**src/rtl/mmio_pkg.sv**
```systemverilog
// Shared definitions for the MMIO bus arbiter and the address decoder:
// FSM state encoding, I/O device address window and requester port indices.
package mmio_pkg;

    typedef enum logic [1:0] {
        IDLE   = 2'd0,
        ACCESS = 2'd1,
        DONE   = 2'd2
    } state_t;

    // Device-address window occupied by I/O devices 11..13
    localparam logic [31:0] IO_FIRST_ADDR = 32'd11;
    localparam logic [31:0] IO_LAST_ADDR  = 32'd13;

    // Requester port indices
    localparam logic PORT_CPU = 1'b0;
    localparam logic PORT_DMA = 1'b1;

    // Inclusive range test: both window edges count as I/O
    function automatic logic in_io_range(input logic [31:0] a,
                                         input logic [31:0] lo,
                                         input logic [31:0] hi);
        return (a >= lo) && (a <= hi);
    endfunction

endpackage

```
**src/rtl/rr_arb2.sv**
```systemverilog
// Two-input winner selection for the MMIO bus arbiter.
// Default: round-robin, the port that did not own the last access wins a tie.
// Build option ARB_FIXED_PRIO_EN: the CPU port always wins a tie.
module rr_arb2
    import mmio_pkg::*;
(
    input  logic [1:0] req,
    input  logic       last,
    output logic       win
);

`ifdef ARB_FIXED_PRIO_EN
    // Previous owner is irrelevant under fixed priority
    logic unused_last;
    assign unused_last = last;

    // CPU wins whenever it requests; DMA only when alone
    always_comb begin
        win = PORT_CPU;
        if (!req[PORT_CPU] && req[PORT_DMA]) win = PORT_DMA;
    end
`else
    // Tie goes to the port that is not the previous owner; a lone requester wins
    always_comb begin
        win = PORT_CPU;
        if (req[PORT_CPU] && req[PORT_DMA]) win = ~last;
        else if (req[PORT_DMA])              win = PORT_DMA;
    end
`endif

endmodule

```
**src/rtl/mmio_bus_arbiter.sv**
```systemverilog
// MMIO bus arbiter: shares the processor data bus between the CPU load/store
// unit (port 0) and the DMA engine (port 1). Each access is sequenced with a
// per-target wait count, issues a single write strobe on its last access
// cycle, and returns read data with a one-cycle done pulse.
// Build option ARB_FIXED_PRIO_EN selects fixed CPU priority (see rr_arb2).
module mmio_bus_arbiter
    import mmio_pkg::*;
#(
    parameter int          MEM_WAIT = 2,
    parameter int          IO_WAIT  = 4,
    parameter logic [31:0] IO_FIRST = IO_FIRST_ADDR,
    parameter logic [31:0] IO_LAST  = IO_LAST_ADDR,
    parameter int          WAIT_W   = 4
) (
    input  logic        clk,
    input  logic        reset,
    input  logic [1:0]  req,
    input  logic [1:0]  we,
    input  logic [31:0] addr0,
    input  logic [31:0] addr1,
    input  logic [31:0] wdata0,
    input  logic [31:0] wdata1,
    output logic [1:0]  gnt,
    output logic [1:0]  done,
    output logic [31:0] rdata,
    output logic        busy,
    output logic [31:0] bus_addr,
    output logic [31:0] bus_wdata,
    output logic        bus_memwrite,
    input  logic [31:0] bus_rdata
);

    // Counter load values: the counter reaches zero on the final access cycle
    localparam logic [WAIT_W-1:0] MEM_CNT = WAIT_W'(MEM_WAIT - 1);
    localparam logic [WAIT_W-1:0] IO_CNT  = WAIT_W'(IO_WAIT - 1);
    localparam logic [WAIT_W-1:0] CNT_ONE = WAIT_W'(1);

    state_t            state;
    logic [WAIT_W-1:0] cnt;
    logic              owner;
    logic              last;
    logic              lat_we;

    logic              win;
    logic [31:0]       sel_addr;
    logic [31:0]       sel_wdata;
    logic              sel_we;
    logic [WAIT_W-1:0] sel_cnt;

    rr_arb2 u_arb (
        .req  (req),
        .last (last),
        .win  (win)
    );

    // Steer the winning port's request fields and derive its wait count
    always_comb begin
        sel_addr  = (win == PORT_DMA) ? addr1  : addr0;
        sel_wdata = (win == PORT_DMA) ? wdata1 : wdata0;
        sel_we    = we[win];
        sel_cnt   = in_io_range(sel_addr, IO_FIRST, IO_LAST) ? IO_CNT : MEM_CNT;
    end

    // Access sequencer: grant, timed access with write strobe, done pulse
    always_ff @(posedge clk or posedge reset) begin
        if (reset) begin
            state        <= IDLE;
            cnt          <= '0;
            owner        <= PORT_CPU;
            last         <= PORT_DMA;
            lat_we       <= 1'b0;
            gnt          <= 2'b00;
            done         <= 2'b00;
            rdata        <= '0;
            busy         <= 1'b0;
            bus_addr     <= '0;
            bus_wdata    <= '0;
            bus_memwrite <= 1'b0;
        end else begin
            case (state)
                IDLE: begin
                    done         <= 2'b00;
                    bus_memwrite <= 1'b0;
                    if (|req) begin
                        owner     <= win;
                        lat_we    <= sel_we;
                        cnt       <= sel_cnt;
                        gnt       <= {win, ~win};
                        busy      <= 1'b1;
                        bus_addr  <= sel_addr;
                        bus_wdata <= sel_wdata;
                        // Single-cycle access: the strobe belongs to the first ACCESS cycle
                        bus_memwrite <= sel_we && (sel_cnt == '0);
                        state     <= ACCESS;
                    end else begin
                        gnt       <= 2'b00;
                        busy      <= 1'b0;
                        bus_addr  <= '0;
                        bus_wdata <= '0;
                    end
                end
                ACCESS: begin
                    if (cnt == '0) begin
                        rdata        <= bus_rdata;
                        bus_memwrite <= 1'b0;
                        bus_addr     <= '0;
                        bus_wdata    <= '0;
                        done         <= {owner, ~owner};
                        state        <= DONE;
                    end else begin
                        cnt          <= cnt - CNT_ONE;
                        // Raise the strobe so it is visible during the final access cycle only
                        bus_memwrite <= lat_we && (cnt == CNT_ONE);
                    end
                end
                DONE: begin
                    done  <= 2'b00;
                    gnt   <= 2'b00;
                    busy  <= 1'b0;
                    last  <= owner;
                    state <= IDLE;
                end
                default: begin
                    state <= IDLE;
                end
            endcase
        end
    end

endmodule

```
**config.mk**
```make
export PLATFORM = sky130hd
export DESIGN_NAME = mmio_bus_arbiter
export DESIGN_NICKNAME = d
export VERILOG_FILES = /design/src/rtl/mmio_pkg.sv /design/src/rtl/rr_arb2.sv /design/src/rtl/mmio_bus_arbiter.sv
export SDC_FILE = /design/constraint.sdc
export NUM_CORES = 1
export LEC_CHECK = 0
export ABC_AREA = 1
export BUFFER_PORTS_ARGS = -buffer_cell sky130_fd_sc_hd__buf_2
export CORE_MARGIN = 5
export CORE_UTILIZATION = 49
export DETAILED_ROUTE_END_ITERATION = 10
export PLACE_DENSITY = 0.86
export RECOVER_POWER = 25
export SLEW_MARGIN = 20
export SYNTH_ARGS = -nofsm -noshare
export SYNTH_HDL_FRONTEND = slang
export SYNTH_SLANG_ARGS = --single-unit
export TNS_END_PERCENT = 10
```
**constraint.sdc**
```tcl
create_clock -name clk -period 5.9 [get_ports clk]
set_clock_uncertainty 0.2 [all_clocks]
set_input_delay 1.18 -clock clk [delete_from_list [all_inputs] [get_ports clk]]
set_output_delay 1.18 -clock clk [all_outputs]
set_load 0.005 [all_outputs]
```
Word level (Yosys, flattened, before mapping)
Cells that the tools add are included.
- input bits: 166
- register bits after elaboration: 111
- word-level logic and storage cells: 70
- output and inout bits: 102
- mux-type cells: 27
- reductions and logical operators: 18
- magnitude comparators: 3
- bitwise operators: 3
- equality and inequality tests: 6
- $add $sub $neg: 1
- operator list (cell ; count):
    32-bit 2-to-1 mux ; 5
    32-bit case mux with 2 select lines ; 2
    32-bit by 4-bit greater-or-equal comparator with 1-bit output, second input constant ; 1
    32-bit by 4-bit <= comparator with 1-bit output, second input constant ; 1
    2-bit case mux with 2 select lines ; 3
    2-bit 2-to-1 mux ; 5
    2-bit AND reduction ; 5
    4-bit zero test ; 2
    4-bit 2-to-1 mux ; 2
    4-bit case mux with 2 select lines ; 1
    1-bit 2-to-1 mux ; 7
    2-bit inequality test, second input constant ; 3
    2-bit nonzero test ; 3
    4-bit by 1-bit equality test with 1-bit output, second input constant ; 1
    1-bit logical AND ; 4
    1-bit case mux with 2 select lines ; 2
    2-bit OR reduction ; 2
    4-bit by 1-bit subtractor with 4-bit output, second input constant ; 1
    1-bit inverter ; 3
    3-bit AND reduction ; 1
    2-bit by 1-bit equality test with 1-bit output, second input constant ; 1
    2-bit equality test, second input constant ; 1
    2-bit zero test ; 1
    1-bit by 2-bit < comparator with 1-bit output, second input constant ; 1

Logic depth before layout (Yosys ltp)
- depth in word-level cells: 10
- depth in mapped cells: 11
- depth with buffers taken out: 10

Cells and area by module
From an unflattened synthesis, not the netlist that was laid out.
- cells, all modules: 648
- area, all modules: 5288.8 um2
- modules (own cells, without submodules) (module ; sequential area each (um2) ; area each (um2) ; instances ; cells each):
    mmio_bus_arbiter ; 2778.9 ; 5276.3 ; 1 ; 646
    rr_arb2 ; 0.0 ; 12.5 ; 1 ; 2

Worst setup path after synthesis
Ideal clock, no wire load.
- kind: input port to flip-flop
- from: in req[1]
- to: reg bus_wdata[10]
- path buffers: 2
- data arrival time: 2.127 ns
- cell stages on the path: 7
- path slack: 3.490 ns
- data required time: 5.617 ns
- cells stage by stage: buf_4 > nand2_4 > inv_2 > nor2_2 > clkbuf_1 > a22oi_1 > o21ai_0
- longest elaborated chain between the ends: 5
- elaborated cells on any way between the ends: 7
- RTL lines (element ; line ; RTL):
    start, declared ; mmio_bus_arbiter.sv:17 ; input logic [1:0] req,
    1-bit 2-to-1 mux / 1-bit logical AND (equally long branches) ; rr_arb2.sv:27, rr_arb2.sv:26 ;
    1-bit 2-to-1 mux ; rr_arb2.sv:26 ; if (req[PORT_CPU] && req[PORT_DMA]) win = ~last;
    32-bit 2-to-1 mux ; mmio_bus_arbiter.sv:59 ; sel_wdata = (win == PORT_DMA) ? wdata1 : wdata0;
    32-bit 2-to-1 mux (*) ; mmio_bus_arbiter.sv:84 ; if (|req) begin
    32-bit case mux with 2 select lines (*) ; mmio_bus_arbiter.sv:80 ; case (state)
    end signal, assigned ; mmio_bus_arbiter.sv:91 ; bus_wdata <= sel_wdata;
    end, declared ; mmio_bus_arbiter.sv:28 ; output logic [31:0] bus_wdata,
Every way passes the cells marked *; elsewhere a longest branch is shown, timed or not.
A chain may end at the register's enable or synchronous reset.

Worst setup path in the final report
- from: in req[0]
- to: reg bus_wdata[9]
- longest elaborated chain between the ends: 5
- elaborated cells on any way between the ends: 6
- RTL lines (element ; line):
    1-bit logical AND ; rr_arb2.sv:26
    1-bit 2-to-1 mux ; rr_arb2.sv:26
    32-bit 2-to-1 mux ; mmio_bus_arbiter.sv:59
    32-bit 2-to-1 mux (*) ; mmio_bus_arbiter.sv:84
    32-bit case mux with 2 select lines (*) ; mmio_bus_arbiter.sv:80
Marked as above.

==> impl_metrics.env <==
export IMPL_first_pass_iters=5
export IMPL_die_x_um=112
export IMPL_dp_cells=983
export IMPL_num_fill_cells=953
export IMPL_core_mm2=0.0103
export IMPL_final_cells=999
export IMPL_cap_viol_max_count=1
export IMPL_slew_viol_final=47
export IMPL_synth_largest_area_cell="dfrtp_1"
export IMPL_rows=37
export IMPL_drive_gt1_frac=0.319
export IMPL_clock_sinks=111
export IMPL_hold_viol_final=0
export IMPL_synth_xor_area_frac=0.00170
export IMPL_critPathMaxStageDelay_ns=0.64
export IMPL_synthAdderAreaFrac=0.00729
export IMPL_synth_edf_count=0
export IMPL_die_y_um=112
export IMPL_syn_cell_area_mm2=0.00515
export IMPL_cts_resized_gates=0
export IMPL_synth_top_family_by_area="simple AND/OR/NAND/NOR gates"
export IMPL_start_kind="input pin"
export IMPL_start_util=0.501
export IMPL_syn_nets=779
export IMPL_status="finished, violations left"
export IMPL_violations="max-capacitance violations, max-slew violations"
export IMPL_clk_latency_ns=0.37
export IMPL_antenna_found_initial=1
export IMPL_async_flop_share=1.00
export IMPL_synth_ff_type="dfrtp_1"
export IMPL_cp_data_required_time_ns=5.90
export IMPL_grt_first_pass_wirelength_um=24400
export IMPL_io_buffers=267
export IMPL_finalPower_mw=3.09
export IMPL_preCtsSetupSlack_ns=2.06
export IMPL_cts_htree_levels=3
export IMPL_ant_nets=0
export IMPL_crit_buf_inv=3
export IMPL_totalWireLength_um=15500
export IMPL_avgSynthCellArea_um2=8.44
export IMPL_post_route_cell_area_mm2=0.00662
export IMPL_multi_input_area_mm2=0.00199
export IMPL_seq_area_frac_synth=0.540
export IMPL_min_period_ns=3.49
export IMPL_path_clk_slew_ns=0.12
export IMPL_area_delta_synth_final_pct=28.7
export IMPL_postCtsSetupBuffers=0
export IMPL_first_iter_violations=445
export IMPL_max_freq_mhz=286
export IMPL_critPathCaptureType="flop"
export IMPL_yosys_mux_area_fraction=0
export IMPL_worst_slew_pin_slew_ns=2.00
export IMPL_synth_top_area_share=0.535
export IMPL_routed_top_layer="met5"
export IMPL_path_max_fanout=39
export IMPL_holdWs_ns=0.282
export IMPL_gr_total_overflow=0
export IMPL_grt_pass1_vias=4941
export IMPL_finalCritPeriodShare=0.592
export IMPL_grt_setup_unrepaired="false"
export IMPL_final_util=0.645
export IMPL_viasPerCell=5.13
export IMPL_slowest_stage="inv_2"
export IMPL_maxSlewHeadroom=-0.340
export IMPL_crit_type="input pin to flop"
export IMPL_leakage_nw=3.75
export IMPL_crit_family="buffers and inverters"
export IMPL_synth_cells=610
export IMPL_placed_area_mm2=0.00647
export IMPL_clock_path_buffers=2
export IMPL_ctsHoldBuffers=0
export IMPL_crit_chain="buf_2 > nand2_2 > nand2_4 > inv_2 > nor2_2 > buf_4 > a22oi_1 > o21ai_0"
export IMPL_wl_met1_um=6360
export IMPL_wl_met2_um=7600
export IMPL_ys_top_cells_by_area="dfrtp_1 53%, nand2_1 18%, a22oi_1 4.7%, o21ai_1 3.8%, nand3b_1 3.1%"
export IMPL_synth_compound_area_frac=0.131
export IMPL_route_detailed_wl_per_inst_um=15.5
export IMPL_ir_drop_v=0.000312
export IMPL_final_seq_area_mm2=0.00278
export IMPL_hpwl_um=11300
export IMPL_grt_max_degree=67
export IMPL_grt_use_total=0.236
export IMPL_cts_root_buffer="clkbuf_8"
export IMPL_synthSimpleGateAreaFrac=0.249
export IMPL_timing_setup_tns_ns=0
export IMPL_synth_seq_cells=111
export IMPL_cts_buffers=9
export IMPL_io_pins=268
export IMPL_finalSetupViolations=0
export IMPL_tritoncts="built"
export IMPL_drc=0
export IMPL_via_count=5124
export IMPL_crit_arrival_ns=3.49
export IMPL_wl_met3_um=1230
export IMPL_hp_class="flop to flop"
export IMPL_die_area_mm2=0.0127
export IMPL_gp_congestion=0.878
export IMPL_finalWorstSetupSlack_ns=2.41
export IMPL_antenna_cells=0
export IMPL_ys_warnings_count=0
export IMPL_yosysUniqueCellTypes=28
export IMPL_nNetsFinal=1027
export IMPL_p_per_area_mw_per_mm2=467
-- sequential cells by signal, summed over array words and instances (netlist names), 2 cells and up --
name       flops
bus_addr      32
bus_wdata     32
rdata         32
cnt            4
done           2
gnt            2
state          2
-- cell type report --
| type | count | share of cell area |
|---|---|---|
| clock inverters | 7 | 0.0113 |
| repair buffers | 270 | 0.201 |
| inverters | 40 | 0.0230 |
| well taps | 136 | 0.0257 |
| clock buffers | 9 | 0.0187 |
| multi-input cells | 426 | 0.301 |
| flip-flops and latches | 111 | 0.420 |
-- placed cells by master, fill, tap and decap left out --
cell type   instances
nand3_1             9
dfrtp_1           110
nand2_4             1
a22o_1              8
buf_2             247
nor3_1              1
dfstp_2             1
clkinv_4            1
nor2_1             25
nand2_1           250
inv_2               3
xor2_1              1
a21oi_1             3
nand2_2             1
nand4_1             2
buf_4               2
a22oi_1            32
buf_1               1
clkbuf_8            9
inv_6               2
ha_1                3
inv_8               1
clkinv_8            2
clkbuf_1           20
o21ai_1            39
nor2_2              2
o21ai_0            25
nand3b_1           21
clkinvlp_2          1
inv_1              35
clkinv_2            2
a31oi_1             3
-- kinds of logic after synthesis --
logic type / after synthesis
fa+ha+maj: 3
xor+xnor: 1
flops: 111
buf+inv: 73
simple gates: 312
compound gates: 110
-- cells in the mapped netlist (2+ instances only) --
master    number
nor2_1        25
nand2_1      250
nand3_1        9
clkbuf_1       7
o21ai_1       39
nand4_1        2
ha_1           3
a22o_1         8
inv_2          4
a21oi_1        2
a22oi_1       32
buf_6          6
dfrtp_1      110
o21ai_0       25
nand3b_1      21
buf_2         12
a31oi_1        3
nor2_2         2
buf_4          7
inv_1         35
-- path summary, 6_finish.rpt --
path	start	end	slack, ns	cells past startpoint
worst min register to register	rdata[7]$_DFFE_PP0P_	rdata[7]$_DFFE_PP0P_	0.28	2
worst max register to register	state[0]$_DFFE_PP0P_	done[1]$_DFFE_PP0P_	2.57	9
worst min-delay path	rdata[7]$_DFFE_PP0P_	rdata[7]$_DFFE_PP0P_	0.28	2
worst max-delay path	req[0]	bus_wdata[9]$_DFFE_PP0P_	2.41	8
max in group asynchronous	reset	bus_wdata[20]$_DFFE_PP0P_	2.81	3
min in group asynchronous	reset	rdata[31]$_DFFE_PP0P_	1.10	2
-- where the power goes --
part / switching [mW] / total, mW / internal [mW]
clock network: 0.286 / 0.454 / 0.167
registers: 0.190 / 1.30 / 1.11
logic: 0.835 / 1.34 / 0.507
total: 1.31 / 3.09 / 1.78
-- worst reg2reg max path, delay by kind of cell (launching register included) --
family / cells / cell delay [ns]
buf+inv: 5 / 1.92
flops: 1 / 0.48
compound gates: 2 / 0.46
simple gates: 2 / 0.18
-- layer usage --
metal,vias to the layer above,track usage
met5,-,0
met3,26,0.0620
li1,2461,-
met2,226,0.388
met4,2,0.0641
met1,2409,0.310
No activity file was read; power rests on OpenSTA's default activity.
